===== src/rtl/pipe_pkg.sv =====
// Shared definitions for the pipeline skid stage.
//   pipe_state_e  : stage fill state; the encoded value equals the number of
//                   entries held (0, 1 or 2), so it doubles as occupancy.
//   DEFAULT_WIDTH : default payload width for stage and data registers.
package pipe_pkg;

  localparam int DEFAULT_WIDTH = 32;

  typedef enum logic [1:0] {
    EMPTY = 2'd0,
    ONE   = 2'd1,
    TWO   = 2'd2
  } pipe_state_e;

endpackage


===== src/rtl/pipe_data_reg.sv =====
// Payload register used for the main and skid entries of pipe_skid_stage.
// Ports:
//   clk   in  1      clock, posedge
//   rst   in  1      asynchronous active-high reset, loads RESET_VAL
//   clr   in  1      synchronous clear, loads RESET_VAL; wins over load
//   load  in  1      capture d on the next posedge
//   d     in  WIDTH  next value
//   q     out WIDTH  registered value
module pipe_data_reg
  import pipe_pkg::*;
#(
  parameter int               WIDTH     = DEFAULT_WIDTH,
  parameter logic [WIDTH-1:0] RESET_VAL = '0
) (
  input  logic             clk,
  input  logic             rst,
  input  logic             clr,
  input  logic             load,
  input  logic [WIDTH-1:0] d,
  output logic [WIDTH-1:0] q
);

  always_ff @(posedge clk or posedge rst) begin
    if (rst) begin
      q <= RESET_VAL;
    end else if (clr) begin
      q <= RESET_VAL;
    end else if (load) begin
      q <= d;
    end
  end

endmodule


===== src/rtl/pipe_skid_stage.sv =====
// Pipeline stage register with a valid/ready handshake and a 2-entry skid
// buffer. in_ready comes from a flop, so there is no combinational path from
// out_ready back to in_ready. Supports synchronous flush and a configurable
// reset/clear value.
//
// Handshake: a word moves across a port on a posedge where both valid and
// ready are high (in_valid & in_ready upstream, out_valid & out_ready
// downstream). A valid source keeps valid and data stable until accepted.
// A cycle with flush high voids both transfers of that cycle.
//
// Ports:
//   clk        in  1      clock, posedge
//   rst        in  1      asynchronous active-high reset
//   flush      in  1      synchronous flush, discards all held entries
//   in_valid   in  1      upstream offers in_data
//   in_ready   out 1      stage can accept (registered)
//   in_data    in  WIDTH  upstream payload
//   out_valid  out 1      out_data holds a valid entry
//   out_ready  in  1      downstream accepts out_data
//   out_data   out WIDTH  payload, straight from the main register
//   occupancy  out 2      entries held (0..2); this is the FSM state
module pipe_skid_stage
  import pipe_pkg::*;
#(
  parameter int               WIDTH          = DEFAULT_WIDTH,
  parameter logic [WIDTH-1:0] RESET_VAL      = '0,
  parameter bit               CLEAR_ON_FLUSH = 1'b1
) (
  input  logic             clk,
  input  logic             rst,
  input  logic             flush,
  input  logic             in_valid,
  output logic             in_ready,
  input  logic [WIDTH-1:0] in_data,
  output logic             out_valid,
  input  logic             out_ready,
  output logic [WIDTH-1:0] out_data,
  output logic [1:0]       occupancy
);

  pipe_state_e      state_q;
  pipe_state_e      state_d;
  logic             in_ready_q;
  logic             in_acc;
  logic             out_acc;
  logic             main_load;
  logic             main_from_skid;
  logic             skid_load;
  logic             data_clr;
  logic [WIDTH-1:0] main_d;
  logic [WIDTH-1:0] main_q;
  logic [WIDTH-1:0] skid_q;

  assign out_valid = (state_q != EMPTY);
  assign in_ready  = in_ready_q;
  assign occupancy = state_q;
  assign out_data  = main_q;

  assign in_acc  = in_valid & in_ready_q;
  assign out_acc = out_valid & out_ready;

  // Next state and register load strobes. Flush is applied last so it
  // overrides every handshake decision made above it.
  always_comb begin
    state_d        = state_q;
    main_load      = 1'b0;
    main_from_skid = 1'b0;
    skid_load      = 1'b0;
    case (state_q)
      EMPTY: begin
        if (in_acc) begin
          main_load = 1'b1;
          state_d   = ONE;
        end
      end
      ONE: begin
        if (in_acc && out_acc) begin
          main_load = 1'b1;
        end else if (in_acc) begin
          // Downstream stalled: park the younger word in the skid register.
          skid_load = 1'b1;
          state_d   = TWO;
        end else if (out_acc) begin
          state_d = EMPTY;
        end
      end
      TWO: begin
        // in_ready is low here, so only the drain side can move.
        if (out_acc) begin
          main_load      = 1'b1;
          main_from_skid = 1'b1;
          state_d        = ONE;
        end
      end
      default: state_d = EMPTY;
    endcase
    if (flush) begin
      state_d        = EMPTY;
      main_load      = 1'b0;
      main_from_skid = 1'b0;
      skid_load      = 1'b0;
    end
  end

  assign main_d   = main_from_skid ? skid_q : in_data;
  assign data_clr = flush & CLEAR_ON_FLUSH;

  always_ff @(posedge clk or posedge rst) begin
    if (rst) begin
      state_q <= EMPTY;
    end else begin
      state_q <= state_d;
    end
  end

  // in_ready tracks the next state so it is valid in the same cycle as it.
  always_ff @(posedge clk or posedge rst) begin
    if (rst) begin
      in_ready_q <= 1'b1;
    end else begin
      in_ready_q <= (state_d != TWO);
    end
  end

  pipe_data_reg #(
    .WIDTH     (WIDTH),
    .RESET_VAL (RESET_VAL)
  ) u_main (
    .clk  (clk),
    .rst  (rst),
    .clr  (data_clr),
    .load (main_load),
    .d    (main_d),
    .q    (main_q)
  );

  pipe_data_reg #(
    .WIDTH     (WIDTH),
    .RESET_VAL (RESET_VAL)
  ) u_skid (
    .clk  (clk),
    .rst  (rst),
    .clr  (data_clr),
    .load (skid_load),
    .d    (in_data),
    .q    (skid_q)
  );

endmodule

===== config.mk =====
export PLATFORM = sky130hd
export DESIGN_NAME = pipe_skid_stage
export DESIGN_NICKNAME = d
export VERILOG_FILES = /design/src/rtl/pipe_pkg.sv /design/src/rtl/pipe_data_reg.sv /design/src/rtl/pipe_skid_stage.sv
export SDC_FILE = /design/constraint.sdc
export NUM_CORES = 1
export LEC_CHECK = 0
export BUFFER_PORTS_ARGS = -buffer_cell sky130_fd_sc_hd__buf_4
export CELL_PAD_IN_SITES_DETAIL_PLACEMENT = 1
export CELL_PAD_IN_SITES_GLOBAL_PLACEMENT = 2
export CORE_AREA = 2 2 91 93
export CTS_CLUSTER_DIAMETER = 120
export DETAILED_ROUTE_END_ITERATION = 6
export DIE_AREA = 0 0 93 95
export GPL_TIMING_DRIVEN = 0
export PLACE_DENSITY = 0.87
export SYNTH_ARGS = -nofsm -noshare
export SYNTH_HDL_FRONTEND = slang
export SYNTH_SLANG_ARGS = --single-unit

===== constraint.sdc =====
create_clock -name clk -period 3.4 [get_ports clk]
set_input_delay 0.17 -clock clk [delete_from_list [all_inputs] [get_ports clk]]
set_output_delay 0.17 -clock clk [all_outputs]
set_load 0.02 [all_outputs]

# After elaboration in Yosys (flattened, before gate mapping)
# Cells that the tools add are included.
[op_classes]
n_bitwise = 2
mux = 22
multipliers = 0
n_reduce_logical = 5
div = 0
shifts = 0
n_lt_le_gt_ge = 0
add_sub_neg = 0
eq_ne = 3
[op_table]
columns = ["cell", "n"]
rows = [
  ["$mux W32", 5],
  ["$mux W2", 6],
  ["$mux W1", 9],
  ["$pmux W2 S3", 1],
  ["$reduce_bool A2 Y1", 3],
  ["$pmux W1 S3", 1],
  ["$and A1 B1 Y1", 2],
  ["$eq A2 B1 Y1 const B", 1],
  ["$eq A2 B2 Y1 const B", 1],
  ["$logic_not A2 Y1", 1],
  ["$ne A2 B2 Y1 const B", 1],
  ["$logic_and A1 B1 Y1", 1],
]
[totals]
ramBits = 0
reg_bits = 67
mem_count = 0
mem_bits_ro = 0
output_inout_bits = 36
latch_bits = 0
in_bits = 37

# Depth between registers and ports, before layout
[logic_depth]
depth_word = 8
mapped_depth = 5

# By module
# From an unflattened synthesis, not the netlist that was laid out.
[hier_totals]
hier_cells = 264
area_unflattened_um2 = 3374.5
[modules_own_cells]
columns = ["module", "cells_per_inst", "n_inst", "area_per_inst_um2"]
rows = [
  ["pipe_data_reg", 104, 2, 1327.5],
  ["pipe_skid_stage", 56, 1, 719.4],
]

# Worst setup path after synthesis
# Ideal clock, no wire load.
[synth_path]
kind = "register to register"
startpoint = "reg state_q[1], in the netlist occupancy[1]"
endpoint = "reg u_main.q[11]"
stages_incl_launch_ff = 5
setup_slack_ps = 1763
setup_ps = 135
arrival_time_ps = 1502
cell_sequence = "dfrtp_1 -> and3b_1 -> a221oi_4 -> buf_2 -> o31ai_1"
[synth_between]
elab_chain_len = 8
elab_cells_between_ends = 16
[synth_rtl]
columns = ["element", "line", "source"]
rows = [
  ["start: declaration", "pipe_skid_stage.sv:41", "pipe_state_e state_q;"],
  ["start signal: assignment", "pipe_skid_stage.sv:112", "state_q <= state_d;"],
  ["$reduce_bool A2 Y1", "pipe_skid_stage.sv:54", "assign out_valid = (state_q != EMPTY);"],
  ["$and A1 B1 Y1", "pipe_skid_stage.sv:60", "assign out_acc = out_valid & out_ready;"],
  ["$mux W1", "pipe_skid_stage.sv:89", "if (out_acc) begin"],
  ["$mux W1", "pipe_skid_stage.sv:69", "case (state_q)"],
  ["$mux W1", "pipe_skid_stage.sv:97", "if (flush) begin"],
  ["$mux W32", "pipe_skid_stage.sv:105", "assign main_d = main_from_skid ? skid_q : in_data;"],
  ["$mux W32", "pipe_data_reg.sv:28", "end else if (load) begin"],
  ["$mux W32", "pipe_data_reg.sv:26", "end else if (clr) begin"],
  ["end signal: assignment", "pipe_data_reg.sv:25", "q <= RESET_VAL;"],
  ["end signal: assignment", "pipe_data_reg.sv:27", "q <= RESET_VAL;"],
  ["end signal: assignment", "pipe_data_reg.sv:29", "q <= d;"],
  ["end: declaration", "pipe_data_reg.sv:20", "output logic [WIDTH-1:0] q"],
]
# Parallel ways exist; a longest one is shown, timed or not. The select of a mux whose other input is x is not followed.
# A chain may end at the register's enable or synchronous reset.

# Final worst setup path
[layout_path]
startpoint = "reg state_q[0], in the netlist occupancy[0]"
endpoint = "reg u_skid.q[12]"
[layout_between]
elab_chain_len = 7
elab_cells_between_ends = 8
[layout_rtl]
columns = ["element", "line", "source"]
rows = [
  ["$reduce_bool A2 Y1", "pipe_skid_stage.sv:54", ""],
  ["$and A1 B1 Y1", "pipe_skid_stage.sv:60", ""],
  ["$logic_and A1 B1 Y1", "pipe_skid_stage.sv:77", "if (in_acc && out_acc) begin"],
  ["$mux W1", "pipe_skid_stage.sv:77", ""],
  ["$mux W1 *", "pipe_skid_stage.sv:69", ""],
  ["$mux W1 *", "pipe_skid_stage.sv:97", ""],
  ["$reduce_bool A2 Y1 (no line) *", "n/a", ""],
  ["end signal: assignment", "pipe_data_reg.sv:25", ""],
  ["end signal: assignment", "pipe_data_reg.sv:27", ""],
  ["end signal: assignment", "pipe_data_reg.sv:29", ""],
  ["end: declaration", "pipe_data_reg.sv:20", ""],
]
# Mark *: on every way between the ends. The rest lies on a longest branch, timed or not.

==> flow_summary.ini <==
[clock_tree]
cts_root_buf = clkbuf_8
clock_sinks = 67
clkLatencyLatePin_ns = 0.35
cts.hold.buffers_added = 0
cts_made_buffers = 9
cts_setup_buffers = 0
clk_pin_slew_ns = 0.08
cts_max_path_buffers = 2
cts_tree = yes
ctsHtreeMaxLevel = 3
postCtsResizedCells = 0

[critical_path]
endpoint_kind = register
max_stage_delay_ns = 0.51
cp-start-kind = register
required_ns = 3.68
crit_chain = nand2b_1 -> nor4_2 -> clkbuf_1 -> a22o_1
crit_fanout = 10
crit_type = register to register
arrival_ns = 2.19
critical_path.top_delay_family = simple AND/OR/NAND/NOR gates
cp_num_buf_inv = 1
crit_slowest_cell = nor4_2

[power]
seq_power_share_pct = 48.5
p_clk_share_pct = 36.1
combPwrFrac_pct = 15.4
internal_power_mw = 1.30
finalPower_mw = 1.79
switchingPower_mw = 0.488
swShare_pct = 27.3
power_per_cell_area_nw_per_um2 = 481
ir_drop_mv = 0.266
p_leak_nw = 1.72

[yosys]
yosys-top-cells-area = dfrtp_1 (58%), mux2i_1 (11%), a22o_1 (9.8%)
syn_area_per_cell_um2 = 12.3
yosys.area.top_type = dfrtp_1
synth_area_um2 = 2860
yosys_register_bits = 67
ys.warnings.count = 0
synth_cell_types = 23
synth_nets = 269
synth-seq-area-share_pct = 58.8
yosysTopAreaCellShare_pct = 57.8
synth_cells = 232

[place]
place_ws_ns = 1.48
portBuffers = 72
hpwl_um = 5060
gp_congestion = 0.743

[route]
ant_nets = 0
viasPerCell = 5.25
drc = 0
routed-via-count = 2233
first_pass_iters = 4
dr.first_iter.drc_count = 54
routed_wl_um = 7440
wl_per_cell_um = 17.5

[global_route]
grt_max_degree = 68
gr-total-overflow = 0
grt_use_total_pct = 18.3
grt_pass1_wl_um = 12400
antenna_found_initial = 0
grt_pass1_vias = 2404

[timing]
timing.hold.ws_ns = -0.0160
slew_viol_final = 0
min_period_ns = 1.90
tns_ns = 0
setup_ws_ns = 1.50
worst_pin_slew_ns = 0.830
fmax_mhz = 525
final_hold_viol_count = 8
rsz0062_at_grt = no
setup_viol = 0
fin_skew_ns = 0.0121
fin_crit_sh_pct = 56.0
slew_headroom_pct = 44.7

[final_layout]
nets = 352
fin_util_pct = 47.0
n_antenna_cell = 0
regArea_um2 = 1680
final_common_cell = buf_4
multi_input_area_um2 = 1080
drive_gt1_share_pct = 32.2
fillers = 883
syn2layout_area_growth_pct = 30.4
layout_common_cells = buf_4 (72), dfrtp_1 (66), nand2_1 (33)

[status]
status = finished, violations left
violations = negative hold slack

[floorplanning]
rows = 33
die_w_um = 93
dieHeight_um = 95
core-area_um2 = 7930
pin_count = 73
die-area_um2 = 8840
initial_core_util_pct = 36.0

[flow_run]
drv_cap = 0

[hold_path]
min_path_type = input pin to async pin
[cell families (layout without fill, tap and decap cells)]
logic type | Yosys count | in the layout | synth area share (%)
compound gates | 67 | 67 | 19.6
flops | 67 | 67 | 58.8
simple gates | 44 | 44 | 6.88
mux | 32 | 32 | 11.2
buf+inv | 21 | 109 | 3.24
xor+xnor | 1 | 1 | 0.307
[power by group through the flow]
| stage | combinational (mW) | sequential (mW) | clock, mW |
|---|---|---|---|
| final | 0.275 | 0.869 | 0.647 |
| after global routing | 0.303 | 0.874 | 0.692 |
| after CTS | 0.281 | 0.869 | 0.656 |
| after detailed placement | 0.280 | 0.884 | 0 |
| after global placement | 0.274 | 0.882 | 0 |
| after floorplan | 0.102 | 0.923 | 0 |
[worst paths after layout]
path                                end  cells after the start  slack (ns)          from
hold / removal             u_skid.q[25]                      2       -0.02           rst
min in group clk           u_skid.q[13]                      2        0.05   in_data[13]
hold reg to reg             u_main.q[8]                      2        0.49   u_main.q[8]
max in group asynchronous  u_main.q[19]                      2        2.85           rst
setup / recovery           u_skid.q[12]                      4        1.50  occupancy[0]
setup reg to reg           u_skid.q[12]                      4        1.50  occupancy[0]
[Yosys cell counts]
cell type and number:
nand2_1 33, inv_1 2, buf_2 11, and3b_1 1, o31ai_1 32, dfrtp_1 66, clkbuf_1 8, nand3b_1 1
a21oi_1 1, nor2_1 2, or3_1 1, o21a_1 1, nor2_2 1, nor3_1 1, mux2i_1 32, nor4_2 1
a22o_1 32, xnor2_1 1, a221oi_4 1, nand2b_1 1, nor2b_1 1, dfstp_2 1, or2_2 1
[flip-flops by register name, indices dropped and copies added (netlist names)]
| name | cells |
|---|---|
| u_main.q | 32 |
| u_skid.q | 32 |
| occupancy | 2 |
| in_ready | 1 |
[stage by stage]
stage,hold WS [ns],cell area (µm²),std cells
finish,-0.0160,3720,425
global route,0.0414,3720,425
CTS,0.0301,3720,425
detailed placement,0.401,3530,409
global placement,0.399,3530,409
floorplan,0.300,2860,232
[per-layer routing]
layer / share of wire (%) / track usage [%] / routed length, µm / vias up
met2: 47 / 30.0 / 3500 / 60
met1: 45 / 23.1 / 3360 / 1139
met5: 0 / 0 / 0 / -
met3: 6.1 / 5.11 / 456 / 12
li1: - / - / - / 1022
met4: 1.6 / 6.99 / 120 / 0
[cell type report]
cell class                      instances  area share [%]
Buffer                                 19            2.28
Clock buffer                           15            5.01
Clock inverter                          1           0.202
Inverter                                2           0.269
Multi-Input combinational cell        144            29.1
Sequential cell                        67            45.1
Tap cell                              105            3.53
Timing Repair Buffer                   72            14.5
Power figures use the tool's default switching activity.
